**src/rtl/uart_frame_sender.sv**
```systemverilog
// uart_frame_sender: frames one DATA_W-bit word into a byte stream for a
// byte-wide UART transmitter. The frame is a sync byte, then the data bytes
// MSB-first, then an optional XOR checksum byte. A start/busy handshake paces
// each byte, and a watchdog aborts the frame if the transmitter never responds.
module uart_frame_sender #(
   parameter int         DATA_W      = 32,
   parameter logic [7:0] SYNC_BYTE   = 8'hA5,
   parameter bit         CHK_EN      = 1'b1,
   parameter int         ACK_TIMEOUT = 4
) (
   input  logic              clk,
   input  logic              rst,
   input  logic              in_valid,
   output logic              in_ready,
   input  logic [DATA_W-1:0] in_data,
   output logic              tx_start,
   output logic [7:0]        tx_byte,
   input  logic              tx_busy,
   output logic              frame_busy,
   output logic              frame_done,
   output logic              frame_err
);

   localparam int NB        = DATA_W / 8;
   localparam int FRAME_LEN = 1 + NB + (CHK_EN ? 1 : 0);
   localparam int CNT_W     = $clog2(FRAME_LEN + 1);
   localparam int TMO_W     = $clog2(ACK_TIMEOUT + 1);

   localparam logic [CNT_W-1:0] LAST_CNT  = CNT_W'(FRAME_LEN - 1);
   localparam logic [TMO_W-1:0] TMO_LIMIT = TMO_W'(ACK_TIMEOUT);

   typedef enum logic [2:0] {
      IDLE,
      ISSUE,
      WAIT_HI,
      WAIT_LO,
      DONE
   } state_t;

   state_t            state, state_nx;
   logic [CNT_W-1:0]  byte_cnt, byte_cnt_nx;
   logic [TMO_W-1:0]  tmo_cnt, tmo_cnt_nx;
   logic [DATA_W-1:0] word_q, word_nx;
   logic [7:0]        chk_q, chk_nx;
   logic [7:0]        tx_byte_nx;
   logic [7:0]        cur_byte;
   logic              tx_start_nx;
   logic              frame_busy_nx;
   logic              frame_done_nx;
   logic              frame_err_nx;

   // XOR of all data bytes; the sync byte is deliberately not part of it
   function automatic logic [7:0] xor_bytes(input logic [DATA_W-1:0] w);
      logic [7:0] acc;
      acc = '0;
      for (int i = 0; i < NB; i++) begin
         acc = acc ^ w[8*i +: 8];
      end
      return acc;
   endfunction

   // Only combinational output: a word is accepted whenever the FSM sits idle
   assign in_ready = (state == IDLE) && !rst;

   // Picks the frame byte addressed by byte_cnt (sync, data MSB-first, checksum)
   always_comb begin
      cur_byte = SYNC_BYTE;
      for (int i = 1; i <= NB; i++) begin
         if (byte_cnt == CNT_W'(i)) begin
            cur_byte = word_q[DATA_W-8*i +: 8];
         end
      end
      if (CHK_EN && (byte_cnt == CNT_W'(NB + 1))) begin
         cur_byte = chk_q;
      end
   end

   // Next-state and next-output logic for the frame sequencer
   always_comb begin
      state_nx      = state;
      byte_cnt_nx   = byte_cnt;
      tmo_cnt_nx    = tmo_cnt;
      word_nx       = word_q;
      chk_nx        = chk_q;
      tx_byte_nx    = tx_byte;
      tx_start_nx   = 1'b0;
      frame_busy_nx = frame_busy;
      frame_done_nx = 1'b0;
      frame_err_nx  = 1'b0;
      case (state)
         IDLE: begin
            if (in_valid) begin
               word_nx       = in_data;
               chk_nx        = CHK_EN ? xor_bytes(in_data) : 8'h00;
               byte_cnt_nx   = '0;
               frame_busy_nx = 1'b1;
               state_nx      = ISSUE;
            end
         end
         ISSUE: begin
            if (!tx_busy) begin
               tx_byte_nx  = cur_byte;
               tx_start_nx = 1'b1;
               tmo_cnt_nx  = '0;
               state_nx    = WAIT_HI;
            end
         end
         WAIT_HI: begin
            if (tx_busy) begin
               state_nx = WAIT_LO;
            end else begin
               tmo_cnt_nx = tmo_cnt + TMO_W'(1);
               if (tmo_cnt_nx == TMO_LIMIT) begin
                  frame_err_nx  = 1'b1;
                  frame_busy_nx = 1'b0;
                  state_nx      = IDLE;
               end
            end
         end
         WAIT_LO: begin
            if (!tx_busy) begin
               if (byte_cnt == LAST_CNT) begin
                  state_nx = DONE;
               end else begin
                  byte_cnt_nx = byte_cnt + CNT_W'(1);
                  state_nx    = ISSUE;
               end
            end
         end
         DONE: begin
            frame_done_nx = 1'b1;
            frame_busy_nx = 1'b0;
            state_nx      = IDLE;
         end
         default: begin
            state_nx = IDLE;
         end
      endcase
   end

   // State and registered outputs; reset aborts any frame immediately
   always_ff @(posedge clk) begin
      if (rst) begin
         state      <= IDLE;
         byte_cnt   <= '0;
         tmo_cnt    <= '0;
         word_q     <= '0;
         chk_q      <= '0;
         tx_byte    <= '0;
         tx_start   <= 1'b0;
         frame_busy <= 1'b0;
         frame_done <= 1'b0;
         frame_err  <= 1'b0;
      end else begin
         state      <= state_nx;
         byte_cnt   <= byte_cnt_nx;
         tmo_cnt    <= tmo_cnt_nx;
         word_q     <= word_nx;
         chk_q      <= chk_nx;
         tx_byte    <= tx_byte_nx;
         tx_start   <= tx_start_nx;
         frame_busy <= frame_busy_nx;
         frame_done <= frame_done_nx;
         frame_err  <= frame_err_nx;
      end
   end

endmodule
```
**config.mk**
```make
export PLATFORM = sky130hd
export DESIGN_NAME = uart_frame_sender
export DESIGN_NICKNAME = d
export VERILOG_FILES = /design/src/rtl/uart_frame_sender.sv
export SDC_FILE = /design/constraint.sdc
export NUM_CORES = 1
export LEC_CHECK = 0
export CORE_AREA = 2 2 83 85
export DETAILED_ROUTE_END_ITERATION = 16
export DIE_AREA = 0 0 85 87
export PLACE_DENSITY = 0.79
export SLEW_MARGIN = 20
export SYNTH_ARGS = -nofsm -noshare
export SYNTH_HDL_FRONTEND = slang
export SYNTH_SLANG_ARGS = --single-unit
```
**constraint.sdc**
```tcl
create_clock -name clk -period 2.4 [get_ports clk]
set_clock_uncertainty 0.15 [all_clocks]
set_input_delay 0.6 -clock clk [delete_from_list [all_inputs] [get_ports clk]]
set_output_delay 0.6 -clock clk [all_outputs]
set_load 0.01 [all_outputs]
```
==> qor.yml <==
power:
  total_power_w: 0.002356
  leakagePower_nw: 1.307
  switching_share_pct: 26.27
  pwr-share-seq_pct: 47.4
  power_frac_comb_pct: 16.1
  vdd_drop_max_mv: 0.3812
  power_density_mw_per_mm2: 648.6
  intPower_w: 0.001737
  p_clk_share_pct: 36.5
  p_switching_w: 0.0006188
grt:
  grt_max_degree: 63
  gr-total-overflow: 0
  grt_pass1_wl_um: 11850
  antenna_found_initial: 0
  grt_use_total_pct: 20.61
  first_global_vias: 2522
synth:
  yosysTopAreaCellShare_pct: 42.43
  synth_seq_cells: 61
  synth.distinct_cells: 37
  synthCells: 357
  synthFlopType: "dfxtp_1"
  synth_seq_area_share_pct: 42.43
  ys_top_cells_by_area: "dfxtp_1, a21oi_1, nand2_1, xnor2_1, nor2_1"
  syn_area_mm2: 0.002878
  syn_nets: 400
  yosysMostFrequentCell: "nand2_1"
  yosysTopAreaCell: "dfxtp_1"
  synthTopCellsByCount: "nand2_1, dfxtp_1, a21oi_1"
  synth.avg_cell_area_um2: 8.061
  synth_edf_count: 0
  synth_async_sr_flop_share_pct: 0
  ys_warn_count: 0
cells_and_area:
  syn_to_final_growth_pct: 26.22
  layout-drive-gt1-share_pct: 7.371
  antenna_cells: 0
  finalNetCount: 446
  nFillCells: 604
placed_design:
  gp_congestion: 0.8090
  hpwlAfterDp_um: 5109
  io_buffers: 48
  place_ws_ns: 0.01353
floorplanning:
  die_x_um: 85
  rows: 30
  core_mm2: 0.006569
  die_y_um: 87
  io-pin-count: 49
  dieArea_mm2: 0.007395
  start_util_pct: 43.81
route:
  routedWlPerCell_um: 14.52
  drt_iter0_markers: 186
  drc: 0
  via_per_inst: 5.353
  wirelength_um: 7070
  firstDrtPassIters: 4
  postRouteAntennaNets: 0
  num_vias: 2607
run_status:
  status: "completed"
flow_run:
  maxCapViolCount: 0
sta:
  relSlewSlack_pct: 57.26
  worst_pin_slew_ns: 0.6411
  hold_violations: 0
  report.final.setup_viol: 0
  fmax_mhz: 439.8
  rsz0062_at_grt: "no"
  finalWorstSetupSlack_ns: 0.1264
  min_period_ns: 2.274
  slew_viol_final: 0
  finalCritPeriodShare_pct: 94.73
  tns_ns: 0
cts:
  cts_root_buffer: "clkbuf_8"
  cts_buffer_depth: 2
  clk_latency_ns: 0.35
  hold_buffers: 0
  cts_sinks: 61
  postCtsResizedCells: 0
  cts_buffers: 9
  postCtsSetupBuffers: 0
  path_clk_slew_ns: 0.06
  cts_tree: "done"
  htreeDepth: 3
critical_path:
  startpoint_type: "flop"
  endpoint_kind: "primary output"
  cp.required_ns: 1.65
  worst-path-max-fanout: 2
  critPathArrivalTime_ns: 1.52
  path_class: "reg2out"
worst_hold_path:
  worst_hold_path_type: "reg2reg"
## through the flow
stage	util, %	hold WS (ns)	cell area, um^2	cells
floorplan	-	0.2862	2878	357
global placement	52.65	0.2927	3458	472
detailed placement	52.65	0.2963	3458	472
CTS	55.30	0.3064	3632	487
global route	55.30	0.3276	3632	487
finish	55.30	0.3070	3632	487
## layer usage
layer | part of all wire (%) | wire, um | up-vias | global-route usage, %
met5 | 0 | 0 | - | 0
met4 | 2.8 | 199 | 0 | 11.69
met3 | 4.6 | 328 | 11 | 3.791
met2 | 48 | 3403 | 66 | 34.16
met1 | 44 | 3138 | 1205 | 25.19
li1 | - | - | 1325 | -
## critical path: stages, from the launching register on
cell and delay, ns:
dfxtp_1 0.31, nor4_1 0.27, clkdlybuf4s50_1 0.60
## registers in the layout, indices dropped and copies added, names as in the netlist
register	count
frame_err	1
byte_cnt	3
tmo_cnt	3
frame_busy	1
tx_byte	8
tx_start	1
frame_done	1
state	3
word_q	32
chk_q	8
## final cells by class
| cell class | count | area [um^2] | share of cell area [%] |
|---|---|---|---|
| multi-input combinational | 260 | 1518 | 41.78 |
| tap | 80 | 100.1 | 2.756 |
| timing repair buffer | 60 | 578.1 | 15.91 |
| sequential | 61 | 1221 | 33.62 |
| clock buffer | 13 | 138.9 | 3.824 |
| inverter | 11 | 41.29 | 1.137 |
| clock inverter | 2 | 35.03 | 0.9645 |
## path summary, 6_finish.rpt
check                           slack, ns    endpoint  cells after the start         from
worst max-delay path                 0.13    in_ready                      2     state[0]
worst min-delay path                 0.31  word_q[21]                      2   word_q[21]
worst min register to register       0.31  word_q[21]                      2   word_q[21]
worst max register to register       0.32  tx_byte[3]                      7  byte_cnt[0]
## cells in the final DEF (no fill, tap or decap), types with 2 or more instances in the layout
cell type | netlist | routed
a21oi_1 | 60 | 60
nand4_1 | 2 | 2
clkdlybuf4s50_1 | 0 | 47
clkbuf_1 | 15 | 4
o21ai_0 | 9 | 9
buf_4 | 0 | 11
or4b_1 | 2 | 2
a221o_1 | 4 | 4
a221oi_1 | 4 | 4
nor4b_1 | 2 | 2
nor2_1 | 24 | 24
inv_1 | 10 | 10
nand2_1 | 73 | 73
ha_1 | 7 | 7
nor4b_4 | 1 | 2
and3_1 | 4 | 4
xnor2_1 | 24 | 24
a211oi_1 | 10 | 10
clkbuf_8 | 0 | 9
o22ai_1 | 4 | 4
nand3_1 | 6 | 6
nand3b_1 | 3 | 3
and2_1 | 3 | 3
o221ai_1 | 4 | 4
dfxtp_1 | 61 | 61
## logic make-up after synthesis
| group | after synthesis | synth area share, % |
|---|---|---|
| adder cells (fa/ha/maj) | 7 | 3.043 |
| AO/OA/AOI/OAI | 100 | 20.52 |
| buffers and inverters | 36 | 5.130 |
| AND/OR/NAND/NOR | 128 | 21.26 |
| flip-flops | 61 | 42.43 |
| XOR/XNOR | 25 | 7.609 |
## power groups by stage
stage	registers [W]	logic, W	clock network (W)
6_report	0.00112	0.000379	0.000860
5_1_grt	0.00112	0.000421	0.000922
4_1_cts	0.00112	0.000383	0.000872
3_5_place_dp	0.00114	0.000381	0
3_3_place_gp	0.00114	0.000373	0
2_1_floorplan	0.00113	0.000227	0
Power figures use the tool's default switching activity.
